**config.mk**
```make
export PLATFORM = sky130hd
export DESIGN_NAME = dmem_arbiter_flat
export DESIGN_NICKNAME = d
export VERILOG_FILES = /design/src/rtl/dmem_arbiter_if.sv /design/src/rtl/dmem_arbiter.sv /design/src/flat_wrapper.sv
export SDC_FILE = /design/constraint.sdc
export NUM_CORES = 1
export LEC_CHECK = 0
export CAP_MARGIN = 0
export CORE_AREA = 2 2 99 101
export CTS_BUF_LIST = sky130_fd_sc_hd__clkbuf_2
export CTS_CLUSTER_SIZE = 25
export DETAILED_ROUTE_END_ITERATION = 10
export DIE_AREA = 0 0 101 103
export PLACE_DENSITY_LB_ADDON = 0.25
export SLEW_MARGIN = 20
export SYNTH_ARGS = -nofsm -noshare
export SYNTH_HDL_FRONTEND = slang
export SYNTH_SLANG_ARGS = --single-unit
```
**constraint.sdc**
```tcl
create_clock -name clk -period 3.6 [get_ports clk]
set_input_delay 0.72 -clock clk [delete_from_list [all_inputs] [get_ports clk]]
set_output_delay 0.72 -clock clk [all_outputs]
set_load 0.03 [all_outputs]
```
**src/rtl/dmem_arbiter_if.sv**
```systemverilog
// rtl/dmem_arbiter_if.sv - requester and memory signals shared by dmem_arbiter
interface dmem_arbiter_if #(
  parameter int ADDR_W = 14
);
  logic              p0_req;
  logic              p0_we;
  logic [ADDR_W-1:0] p0_addr;
  logic [31:0]       p0_wdata;
  logic [3:0]        p0_wmask;
  logic              p0_gnt;
  logic              p0_rvalid;
  logic [31:0]       p0_rdata;

  logic              p1_req;
  logic              p1_we;
  logic [ADDR_W-1:0] p1_addr;
  logic [31:0]       p1_wdata;
  logic [3:0]        p1_wmask;
  logic              p1_gnt;
  logic              p1_rvalid;
  logic [31:0]       p1_rdata;

  logic              mem_en;
  logic [3:0]        mem_we;
  logic [ADDR_W-1:0] mem_addr;
  logic [31:0]       mem_wdata;
  logic [31:0]       mem_rdata;

  // Arbiter side: takes requests and memory read data, drives grants and the memory bus.
  modport slave (
    input  p0_req, p0_we, p0_addr, p0_wdata, p0_wmask,
    input  p1_req, p1_we, p1_addr, p1_wdata, p1_wmask,
    input  mem_rdata,
    output p0_gnt, p0_rvalid, p0_rdata,
    output p1_gnt, p1_rvalid, p1_rdata,
    output mem_en, mem_we, mem_addr, mem_wdata
  );

  // Environment side: the two requesters plus the memory itself.
  modport master (
    output p0_req, p0_we, p0_addr, p0_wdata, p0_wmask,
    output p1_req, p1_we, p1_addr, p1_wdata, p1_wmask,
    output mem_rdata,
    input  p0_gnt, p0_rvalid, p0_rdata,
    input  p1_gnt, p1_rvalid, p1_rdata,
    input  mem_en, mem_we, mem_addr, mem_wdata
  );
endinterface

```
**src/rtl/dmem_arbiter.sv**
```systemverilog
// rtl/dmem_arbiter.sv - two-port data-memory arbiter, port 0 priority with port 1 starvation guard
module dmem_arbiter #(
  parameter int ADDR_W       = 14,
  parameter int STARVE_LIMIT = 4
) (
  input  logic          clk,
  input  logic          rst,
  dmem_arbiter_if.slave bus
);
  localparam logic [7:0] LIMIT = 8'(STARVE_LIMIT);

  logic [7:0]        r_wait_cnt;
  logic              r_rsp_pend;
  logic              r_rsp_port;

  logic              w_force1;
  logic              w_p0_gnt;
  logic              w_p1_gnt;
  logic              w_gnt;
  logic              w_we;
  logic [3:0]        w_mem_we;
  logic [ADDR_W-1:0] w_mem_addr;
  logic [31:0]       w_mem_wdata;

  assign w_force1 = (r_wait_cnt == LIMIT);

  // Grants are held off for the whole reset window so nothing reaches memory.
  always_comb begin
    w_p0_gnt = 1'b0;
    w_p1_gnt = 1'b0;
    if (!rst) begin
      if (w_force1 && bus.p1_req) begin
        w_p1_gnt = 1'b1;
      end else if (bus.p0_req) begin
        w_p0_gnt = 1'b1;
      end else if (bus.p1_req) begin
        w_p1_gnt = 1'b1;
      end
    end
  end

  assign w_gnt = w_p0_gnt | w_p1_gnt;

  always_comb begin
    w_we        = 1'b0;
    w_mem_we    = 4'b0000;
    w_mem_addr  = '0;
    w_mem_wdata = 32'h0;
    if (w_p1_gnt) begin
      w_we        = bus.p1_we;
      w_mem_we    = bus.p1_we ? bus.p1_wmask : 4'b0000;
      w_mem_addr  = bus.p1_addr;
      w_mem_wdata = bus.p1_wdata;
    end else if (w_p0_gnt) begin
      w_we        = bus.p0_we;
      w_mem_we    = bus.p0_we ? bus.p0_wmask : 4'b0000;
      w_mem_addr  = bus.p0_addr;
      w_mem_wdata = bus.p0_wdata;
    end
  end

  always_ff @(posedge clk) begin
    if (rst) begin
      r_wait_cnt <= 8'd0;
      r_rsp_pend <= 1'b0;
      r_rsp_port <= 1'b0;
    end else begin
      r_rsp_pend <= w_gnt & ~w_we;
      r_rsp_port <= w_p1_gnt;
      // A withdrawn request forfeits its accumulated wait.
      if (!bus.p1_req || w_p1_gnt) begin
        r_wait_cnt <= 8'd0;
      end else if (r_wait_cnt != LIMIT) begin
        r_wait_cnt <= r_wait_cnt + 8'd1;
      end
    end
  end

  assign bus.p0_gnt    = w_p0_gnt;
  assign bus.p1_gnt    = w_p1_gnt;
  // Masked by rst so a read in flight when reset hits never reports.
  assign bus.p0_rvalid = r_rsp_pend & ~r_rsp_port & ~rst;
  assign bus.p1_rvalid = r_rsp_pend &  r_rsp_port & ~rst;
  assign bus.p0_rdata  = bus.mem_rdata;
  assign bus.p1_rdata  = bus.mem_rdata;

  assign bus.mem_en    = w_gnt;
  assign bus.mem_we    = w_mem_we;
  assign bus.mem_addr  = w_mem_addr;
  assign bus.mem_wdata = w_mem_wdata;

  a_one_gnt: assert property (@(posedge clk) !(w_p0_gnt && w_p1_gnt));
  a_cnt_bound: assert property (@(posedge clk) r_wait_cnt <= LIMIT);
endmodule
```
**src/flat_wrapper.sv**
```systemverilog
// flat-port wrapper written by rule: the top's interface ports become plain ports
module dmem_arbiter_flat 
#(
  parameter int ADDR_W       = 14,
  parameter int STARVE_LIMIT = 4
)
  (clk, rst, bus_p0_req, bus_p0_we, bus_p0_addr, bus_p0_wdata, bus_p0_wmask, bus_p1_req, bus_p1_we, bus_p1_addr, bus_p1_wdata, bus_p1_wmask, bus_mem_rdata, bus_p0_gnt, bus_p0_rvalid, bus_p0_rdata, bus_p1_gnt, bus_p1_rvalid, bus_p1_rdata, bus_mem_en, bus_mem_we, bus_mem_addr, bus_mem_wdata);
  dmem_arbiter_if #(.ADDR_W(ADDR_W)) bus_i ();
  input  logic clk;
  input  logic rst;
  input wire logic [$bits(bus_i.p0_req)-1:0] bus_p0_req;
  input wire logic [$bits(bus_i.p0_we)-1:0] bus_p0_we;
  input wire logic [$bits(bus_i.p0_addr)-1:0] bus_p0_addr;
  input wire logic [$bits(bus_i.p0_wdata)-1:0] bus_p0_wdata;
  input wire logic [$bits(bus_i.p0_wmask)-1:0] bus_p0_wmask;
  input wire logic [$bits(bus_i.p1_req)-1:0] bus_p1_req;
  input wire logic [$bits(bus_i.p1_we)-1:0] bus_p1_we;
  input wire logic [$bits(bus_i.p1_addr)-1:0] bus_p1_addr;
  input wire logic [$bits(bus_i.p1_wdata)-1:0] bus_p1_wdata;
  input wire logic [$bits(bus_i.p1_wmask)-1:0] bus_p1_wmask;
  input wire logic [$bits(bus_i.mem_rdata)-1:0] bus_mem_rdata;
  output wire logic [$bits(bus_i.p0_gnt)-1:0] bus_p0_gnt;
  output wire logic [$bits(bus_i.p0_rvalid)-1:0] bus_p0_rvalid;
  output wire logic [$bits(bus_i.p0_rdata)-1:0] bus_p0_rdata;
  output wire logic [$bits(bus_i.p1_gnt)-1:0] bus_p1_gnt;
  output wire logic [$bits(bus_i.p1_rvalid)-1:0] bus_p1_rvalid;
  output wire logic [$bits(bus_i.p1_rdata)-1:0] bus_p1_rdata;
  output wire logic [$bits(bus_i.mem_en)-1:0] bus_mem_en;
  output wire logic [$bits(bus_i.mem_we)-1:0] bus_mem_we;
  output wire logic [$bits(bus_i.mem_addr)-1:0] bus_mem_addr;
  output wire logic [$bits(bus_i.mem_wdata)-1:0] bus_mem_wdata;
  assign bus_i.p0_req = bus_p0_req;
  assign bus_i.p0_we = bus_p0_we;
  assign bus_i.p0_addr = bus_p0_addr;
  assign bus_i.p0_wdata = bus_p0_wdata;
  assign bus_i.p0_wmask = bus_p0_wmask;
  assign bus_i.p1_req = bus_p1_req;
  assign bus_i.p1_we = bus_p1_we;
  assign bus_i.p1_addr = bus_p1_addr;
  assign bus_i.p1_wdata = bus_p1_wdata;
  assign bus_i.p1_wmask = bus_p1_wmask;
  assign bus_i.mem_rdata = bus_mem_rdata;
  assign bus_p0_gnt = bus_i.p0_gnt;
  assign bus_p0_rvalid = bus_i.p0_rvalid;
  assign bus_p0_rdata = bus_i.p0_rdata;
  assign bus_p1_gnt = bus_i.p1_gnt;
  assign bus_p1_rvalid = bus_i.p1_rvalid;
  assign bus_p1_rdata = bus_i.p1_rdata;
  assign bus_mem_en = bus_i.mem_en;
  assign bus_mem_we = bus_i.mem_we;
  assign bus_mem_addr = bus_i.mem_addr;
  assign bus_mem_wdata = bus_i.mem_wdata;
  dmem_arbiter #(.ADDR_W(ADDR_W), .STARVE_LIMIT(STARVE_LIMIT)) u_core (.clk(clk), .rst(rst), .bus(bus_i));
endmodule
```
* After elaboration in Yosys (flattened, before gate mapping)
Index checks and enable logic that the tools add are counted.
** Word-level totals
- Flip-flop bits (word level) :: 10
- Word-level logic and storage cells :: 36
- Output and inout bits :: 119
- Bits of input ports :: 138
** Cells by class
- Equality and inequality tests :: 2
- Bitwise logic cells :: 9
- Reductions and logical operators :: 4
- Multiplexer cells :: 17
- $add $sub $neg :: 1
** Operators with widths (number)
- 32-bit two-way mux :: 2
- 14-bit two-way mux :: 2
- 4-bit two-way mux :: 4
- 1-bit two-way mux :: 9
- 8-bit by 1-bit adder with 8-bit output, second input constant :: 1
- 8-bit by 3-bit == test with 1-bit output, second input constant :: 1
- 8-bit by 3-bit != test with 1-bit output, second input constant :: 1
- 1-bit bitwise AND :: 5
- 1-bit inverter :: 3
- 2-bit OR reduction :: 1
- 1-bit logical AND :: 1
- 1-bit logical NOT :: 1
- 1-bit logical OR :: 1
- 1-bit bitwise OR :: 1

* Depth between registers and ports, before layout
Gate-level depths: netlist of run 1.
- Depth after elaboration :: 8
- Gate-level depth with buffers :: 7

* Worst setup path after synthesis of run 1
Ideal clock, no wire load.
- Path type :: input-to-output
- From :: in bus_p1_req
- To :: out bus_mem_we[0]
- Required time :: 2.880 ns
- Slack :: 0.912 ns
- Arrival :: 1.968 ns
- Stages :: 5
- Cell sequence :: nor2b_1 clkbuf_1 clkbuf_1 nand3_1 o22ai_1
** On the way
- Longest elaborated chain between the ends :: 5
- Elaborated cells on any way between the ends :: 9
- Those cells by class :: 8 x mux; 1 x reduce/logical
** RTL lines
- from (decl) :: line flat_wrapper.sv:16 : input wire logic [$bits(bus_i.p1_req)-1:0] bus_p1_req;
- 1-bit two-way mux or 1-bit logical AND (tied branches) :: line dmem_arbiter.sv:36, dmem_arbiter.sv:32
- 1-bit two-way mux (on tied branches) :: line dmem_arbiter.sv:34, dmem_arbiter.sv:32
- 1-bit two-way mux (on tied branches) :: line dmem_arbiter.sv:32, dmem_arbiter.sv:31
- 1-bit two-way mux or 4-bit two-way mux (tied branches) :: line dmem_arbiter.sv:31, dmem_arbiter.sv:54
- 4-bit two-way mux (*) :: line dmem_arbiter.sv:49 : if (w_p1_gnt) begin
- to (decl) :: line flat_wrapper.sv:29 : output wire logic [$bits(bus_i.mem_we)-1:0] bus_mem_we;
Every way passes the cells marked *; elsewhere a longest branch is shown, timed or not.

* Worst setup path after layout of run 1
- From :: in bus_p1_req
- To :: out bus_mem_wdata[14]
** On the way
- Longest elaborated chain between the ends :: 5
- Elaborated cells on any way between the ends :: 9
- Those cells by class :: 8 x mux; 1 x reduce/logical
** RTL lines
- 1-bit two-way mux or 1-bit logical AND (tied branches) :: line dmem_arbiter.sv:36, dmem_arbiter.sv:32
- 1-bit two-way mux (on tied branches) :: line dmem_arbiter.sv:34, dmem_arbiter.sv:32
- 1-bit two-way mux (on tied branches) :: line dmem_arbiter.sv:32, dmem_arbiter.sv:31
- 1-bit two-way mux or 32-bit two-way mux (tied branches) :: line dmem_arbiter.sv:31, dmem_arbiter.sv:54
- 32-bit two-way mux (*) :: line dmem_arbiter.sv:49
- to (decl) :: line flat_wrapper.sv:31 : output wire logic [$bits(bus_i.mem_wdata)-1:0] bus_mem_wdata;
Marks and branches as above.

==> impl_metrics.env, run 1 <==
export IMPL_status="finished clean"
export IMPL_antenna_found_initial=0
export IMPL_clk_pin_slew_worst_paths_ns=0.09
export IMPL_placedCellCount=393
export IMPL_vdd_drop_max_mv=0.0649
export IMPL_cts_root_buf="clkbuf_2"
export IMPL_synth_area_leader_cell="buf_4"
export IMPL_yosys_warnings=0
export IMPL_hpwl_um=5020
export IMPL_yosysMostFrequentCell="buf_4"
export IMPL_synth_top_area_share_pct=30.3
export IMPL_layout_setup_ws_ns=0.354
export IMPL_clockBufferDepth=2
export IMPL_critPathSlowestCell="clkdlybuf4s50_1"
export IMPL_initial_core_util_pct=16.8
export IMPL_grt_pass1_vias=1571
export IMPL_async_flop_share_pct=0
export IMPL_cts_buffers=3
export IMPL_cts_htree_levels=1
export IMPL_clkSinkCount=10
export IMPL_final_area_um2=2720
export IMPL_critPathMaxFanout=47
export IMPL_critPathMostFrequentCell="buf_12"
export IMPL_portBuffers=160
export IMPL_die_h_um=103
export IMPL_hold_class="flop to flop"
export IMPL_leakagePower_nw=1.05
export IMPL_place_gp_congestion=0.737
export IMPL_rows=36
export IMPL_timing_setup_tns_ns=0
export IMPL_timing_rr_start="u_core.r_wait_cnt[0]$_SDFFE_PP0P_"
export IMPL_grt_pass1_wl_um=8180
export IMPL_final_max_slew_viol_count=0
export IMPL_drt_iter0_drc=59
export IMPL_fin_util_pct=28.8
export IMPL_r2r_cells=5
export IMPL_syn_instance_count=194
export IMPL_routed_via_density=4.56
export IMPL_ys_ff_latch=10
export IMPL_hold_buffers=0
export IMPL_fp_dieW_um=101
export IMPL_min_path_cells=2
export IMPL_diodes=0
export IMPL_syn_cell_area_um2=1590
export IMPL_vias=1807
export IMPL_period_needed_ns=3.25
export IMPL_cp_arrival_ns=2.53
export IMPL_crit_chain="clkdlybuf4s50_1 > or4b_1 > o21a_2 > buf_12 > a32o_1 > buf_12"
export IMPL_worst_setup_path_type="input pin to output port"
export IMPL_cp_top_family="buffers and inverters"
export IMPL_p_total_uw=500
export IMPL_fin_cells=396
export IMPL_cts_tree="done"
export IMPL_grt_overflow_total=0
export IMPL_first_pass_iters=4
export IMPL_fin_skew_ns=0.00100
export IMPL_hold_path_startpoint="u_core.r_wait_cnt[7]$_SDFFE_PP0P_"
export IMPL_cap_violations=0
export IMPL_core_area_um2=9460
export IMPL_worst_pin_slew_ns=0.592
export IMPL_synth_net_count=334
export IMPL_rsz0062_at_grt="false"
export IMPL_worst_r2r_endpoint="u_core.r_wait_cnt[2]$_SDFFE_PP0P_"
export IMPL_r2r_slack_ns=1.92
export IMPL_postRouteAntennaNets=0
export IMPL_maxSlewHeadroom_pct=60.4
export IMPL_clk_insertion_delay_late_ns=0.24
export IMPL_drc=0
export IMPL_required_ns=2.88
export IMPL_fillers=1030
export IMPL_grt_max_degree=48
export IMPL_fmax_mhz=308
export IMPL_hold_viol=0
export IMPL_die_area_um2=10400
export IMPL_avgSynthCellArea_um2=8.18
export IMPL_fin_nets=424
export IMPL_pre_cts_ws_ns=0.368
export IMPL_ios=257
export IMPL_post_cts_resized=0
export IMPL_pwr_density_cell_nw_per_um2=184
export IMPL_wl_per_cell_um=16.0
export IMPL_cp_slowest_stage_delay_ns=0.50
export IMPL_synth_distinct_cells=29
export IMPL_setup_violations=0
export IMPL_grt_usage_pct=10.1
export IMPL_fin_hold_ws_ns=0.488
export IMPL_area_growth_pct=71.6
export IMPL_whs_endpoint="u_core.r_wait_cnt[7]$_SDFFE_PP0P_"
export IMPL_path_buf_inv=3
export IMPL_postPlaceCellArea_um2=2710
export IMPL_drive_gt1_share_pct=22.0
export IMPL_seq_area_frac_synth_pct=12.6
export IMPL_cts_setup_buffers=0
export IMPL_cp_start_kind="input pin"
export IMPL_ys_top_cells_by_area="buf_4, a32o_1, dfxtp_1, buf_6, nand3_1"
export IMPL_end_kind="output port"
export IMPL_min_period_over_period_pct=90.2
export IMPL_ys_top_cells_by_count="buf_4, a32o_1, dfxtp_1, nand3_1, inv_1"
export IMPL_synth_flop_cell="dfxtp_1"
export IMPL_synth_edff_count=0
export IMPL_wl_um=6350
[logic make-up after synthesis]
group                      after synthesis  synth area share, %
buffers and inverters                   87                 38.1
DFF                                     10                 12.6
adders and majority gates                2                 1.58
AOI/OAI and AO/OA                       62                 35.3
and+or+nand+nor                         30                 10.7
xor gates and xnor gates                 3                 1.66
[cell usage in the layout, fill, tap and decap left out, types with 2 or more instances in the layout]
cell type / n
o22ai_1: 4
o211ai_1: 2
or3_1: 4
a32o_1: 46
buf_4: 54
xor2_1: 2
nor2_1: 6
inv_1: 7
dfxtp_1: 10
ha_1: 2
nand2_1: 2
clkbuf_2: 3
buf_12: 2
clkdlybuf4s50_1: 109
o21ai_0: 3
and2_1: 2
nand3_1: 8
a21oi_1: 3
[power by group]
part | internal, mW | total [mW] | switching (mW)
registers | 0.112 | 0.114 | 0.00144
clock network | 0.0227 | 0.0585 | 0.0357
logic | 0.179 | 0.328 | 0.149
total | 0.314 | 0.500 | 0.186
[worst max-delay path by stage]
stage               start                 to  slack [ns]  cells after the start
4_1_cts        bus_p1_req  bus_mem_wdata[10]        0.36                      6
5_1_grt        bus_p1_req  bus_mem_wdata[10]        0.32                      6
3_3_place_gp   bus_p1_req   bus_mem_addr[11]        0.35                      6
2_1_floorplan  bus_p1_req      bus_mem_we[0]        0.91                      5
6_report       bus_p1_req  bus_mem_wdata[14]        0.35                      6
3_5_place_dp   bus_p1_req   bus_mem_addr[11]        0.37                      6
[tightest hold or removal path: cells and delay by family, from the launching register on]
| family | cells | cell delay [ns] |
|---|---|---|
| AOI/OAI and AO/OA | 2 | 0.13 |
| DFF | 1 | 0.33 |
[routing by layer]
metal	share of wire (%)	track usage [%]	wire, um	up-vias
met3	14	4.14	869	29
met2	46	16.8	2940	120
met1	37	11.1	2340	799
li1	-	-	-	859
met4	3.1	4.99	199	0
met5	0	0	0	-
[sequential cells by signal, summed over array words and instances, names as in the netlist]
signal	cells
u_core.r_wait_cnt	8
u_core.r_rsp_pend	1
u_core.r_rsp_port	1
[cell type report]
cell class              instances  area [um2]  area share, %
inverters                       7        26.3          0.965
well taps                     114         143           5.24
repair buffers                165        1540           56.4
flip-flops and latches         10         200           7.35
clock buffers                   3        15.0          0.551
multi-input cells              97         802           29.5
No activity file was read; power rests on OpenSTA's default activity.
==> inputs of run 2 (changes only) <==
- CORE_AREA: 2 2 99 101 -> 2 2 100 102
- DIE_AREA: 0 0 101 103 -> 0 0 102 104
- clock period: 3.6 -> 3.53 ns (I/O delays scaled with it)
==> run 2 against run 1 <==
Effect of this change:
- sequential power is essentially flat
- worst setup slack lost 0.23 ns
- via count grew 1.5%
- register-to-register slack lost 0.14 ns
- routed wire length grew 6.2%
- critical path depth is the same
- die area grew 2.0%
- clock skew grew 0.016 ns
- combinational power grew 5%
- first-iteration DRC count shrank 6.8%
- sequential share of layout area shrank 0.30 points
- power grew 4.5%
- critical endpoint is now bus_mem_addr[2]
- largest cell class unchanged
==> impl_metrics.env, run 2 (same netlist as run 1, synthesis figures left out) <==
export IMPL_status="finished clean"
export IMPL_core_area_um2=9550
export IMPL_fin_hold_ws_ns=0.492
export IMPL_cap_violations=0
export IMPL_timing_rr_start="u_core.r_wait_cnt[0]$_SDFFE_PP0P_"
export IMPL_postRouteAntennaNets=0
export IMPL_fp_dieW_um=102
export IMPL_postPlaceCellArea_um2=2830
export IMPL_hold_class="flop to flop"
export IMPL_p_total_uw=523
export IMPL_leakagePower_nw=1.12
export IMPL_required_ns=2.82
export IMPL_grt_pass1_vias=1977
export IMPL_rows=36
export IMPL_end_kind="output port"
export IMPL_initial_core_util_pct=16.6
export IMPL_grt_overflow_total=0
export IMPL_fin_cells=424
export IMPL_min_period_over_period_pct=96.6
export IMPL_routed_via_density=4.33
export IMPL_grt_pass1_wl_um=10100
export IMPL_grt_usage_pct=11.7
export IMPL_vdd_drop_max_mv=0.0575
export IMPL_hpwl_um=5350
export IMPL_critPathMaxFanout=24
export IMPL_cts_htree_levels=1
export IMPL_final_common_cell="clkdlybuf4s50_1"
export IMPL_hold_viol=0
export IMPL_first_pass_iters=4
export IMPL_grt_max_degree=28
export IMPL_cts_root_buf="clkbuf_2"
export IMPL_layout_setup_ws_ns=0.120
export IMPL_maxSlewHeadroom_pct=56.8
export IMPL_antenna_found_initial=0
export IMPL_diodes=0
export IMPL_reg_largest_list="u_core.r_wait_cnt: 8 flops, u_core.r_rsp_pend: 1 flops, u_core.r_rsp_port: 1 flops"
export IMPL_drc=0
export IMPL_die_h_um=104
export IMPL_final_max_slew_viol_count=0
export IMPL_clockBufferDepth=2
export IMPL_clkSinkCount=10
export IMPL_vias=1834
export IMPL_final_cell_mix="clkdlybuf4s50_1, buf_4, a32o_1, dlygate4sd2_1, dfxtp_1"
export IMPL_worst_pin_slew_ns=0.645
export IMPL_portBuffers=160
export IMPL_startpoint="bus_p1_req"
export IMPL_place_gp_congestion=0.759
export IMPL_clk_pin_slew_worst_paths_ns=0.08
export IMPL_largest_reg_flops=8
export IMPL_drive_gt1_share_pct=20.3
export IMPL_fillers=1073
export IMPL_cts_tree="done"
export IMPL_pwr_density_cell_nw_per_um2=184
export IMPL_largest_register="u_core.r_wait_cnt"
export IMPL_worst_setup_path_type="input pin to output port"
export IMPL_clk_insertion_delay_late_ns=0.25
export IMPL_ios=257
export IMPL_period_needed_ns=3.41
export IMPL_pre_cts_ws_ns=-0.0198
export IMPL_fmax_mhz=293
export IMPL_fin_util_pct=29.7
export IMPL_final_area_um2=2840
export IMPL_wl_per_cell_um=15.9
export IMPL_die_area_um2=10600
export IMPL_hold_path_startpoint="u_core.r_wait_cnt[7]$_SDFFE_PP0P_"
export IMPL_drt_iter0_drc=55
export IMPL_r2r_slack_ns=1.78
export IMPL_timing_setup_tns_ns=0
export IMPL_cp_arrival_ns=2.70
export IMPL_wl_um=6750
export IMPL_cp_start_kind="input pin"
export IMPL_rsz0062_at_grt="false"
export IMPL_cts_buffers=3
export IMPL_area_growth_pct=78.8
export IMPL_setup_violations=0
export IMPL_fin_skew_ns=0.0169
export IMPL_fin_nets=432
export IMPL_placedCellCount=420
==> run 2: repair_timing <==
action,in CTS,in global routing
endpoints found under the setup margin,11,0
resized for setup,11,0
setup buffers,0,0
hold buffers,0,0
==> run 2: critical path: stages <==
cell             delay (ns)
clkdlybuf4s50_1        0.48
or4b_1                 0.47
o21a_2                 0.34
buf_4                  0.27
a32o_1                 0.25
buf_4                  0.17
==> run 2: final cells by class <==
cell class	count	area, um2	area share, %
Tap cell	133	166	5.87
Clock inverter	1	3.75	0.132
Multi-Input combinational cell	97	802	28.3
Clock buffer	3	15.0	0.529
Inverter	7	26.3	0.926
Sequential cell	10	200	7.06
Timing Repair Buffer	173	1620	57.2
==> run 2: final timing paths <==
kind,depth (start not counted),endpoint
hold reg to reg,2,u_core.r_wait_cnt[7]$_SDFFE_PP0P_
hold / removal,2,u_core.r_wait_cnt[7]$_SDFFE_PP0P_
setup / recovery,6,bus_mem_addr[2]
setup reg to reg,5,u_core.r_rsp_port$_SDFF_PP0_
==> run 2: power breakdown <==
part	internal (mW)	switching [mW]
Combinational	0.188	0.157
Sequential	0.115	0.00128
Clock	0.0246	0.0377
Total	0.327	0.196
==> run 2: per-layer routing <==
layer / GRT usage (%) / vias up / share of wire, % / wire length [um]
met5: 0 / - / 0 / 0
met4: 4.48 / 0 / 2.8 / 187
met3: 2.55 / 24 / 9.5 / 638
met2: 19.5 / 105 / 46 / 3090
met1: 14.6 / 832 / 42 / 2830
li1: - / 873 / - / -
==> inputs of run 3 (changes only) <==
- SKIP_LAST_GASP: not set -> 1
==> results of run 3 <==
Same layout as run 2: the final DEF is identical, and so are final timing and power.
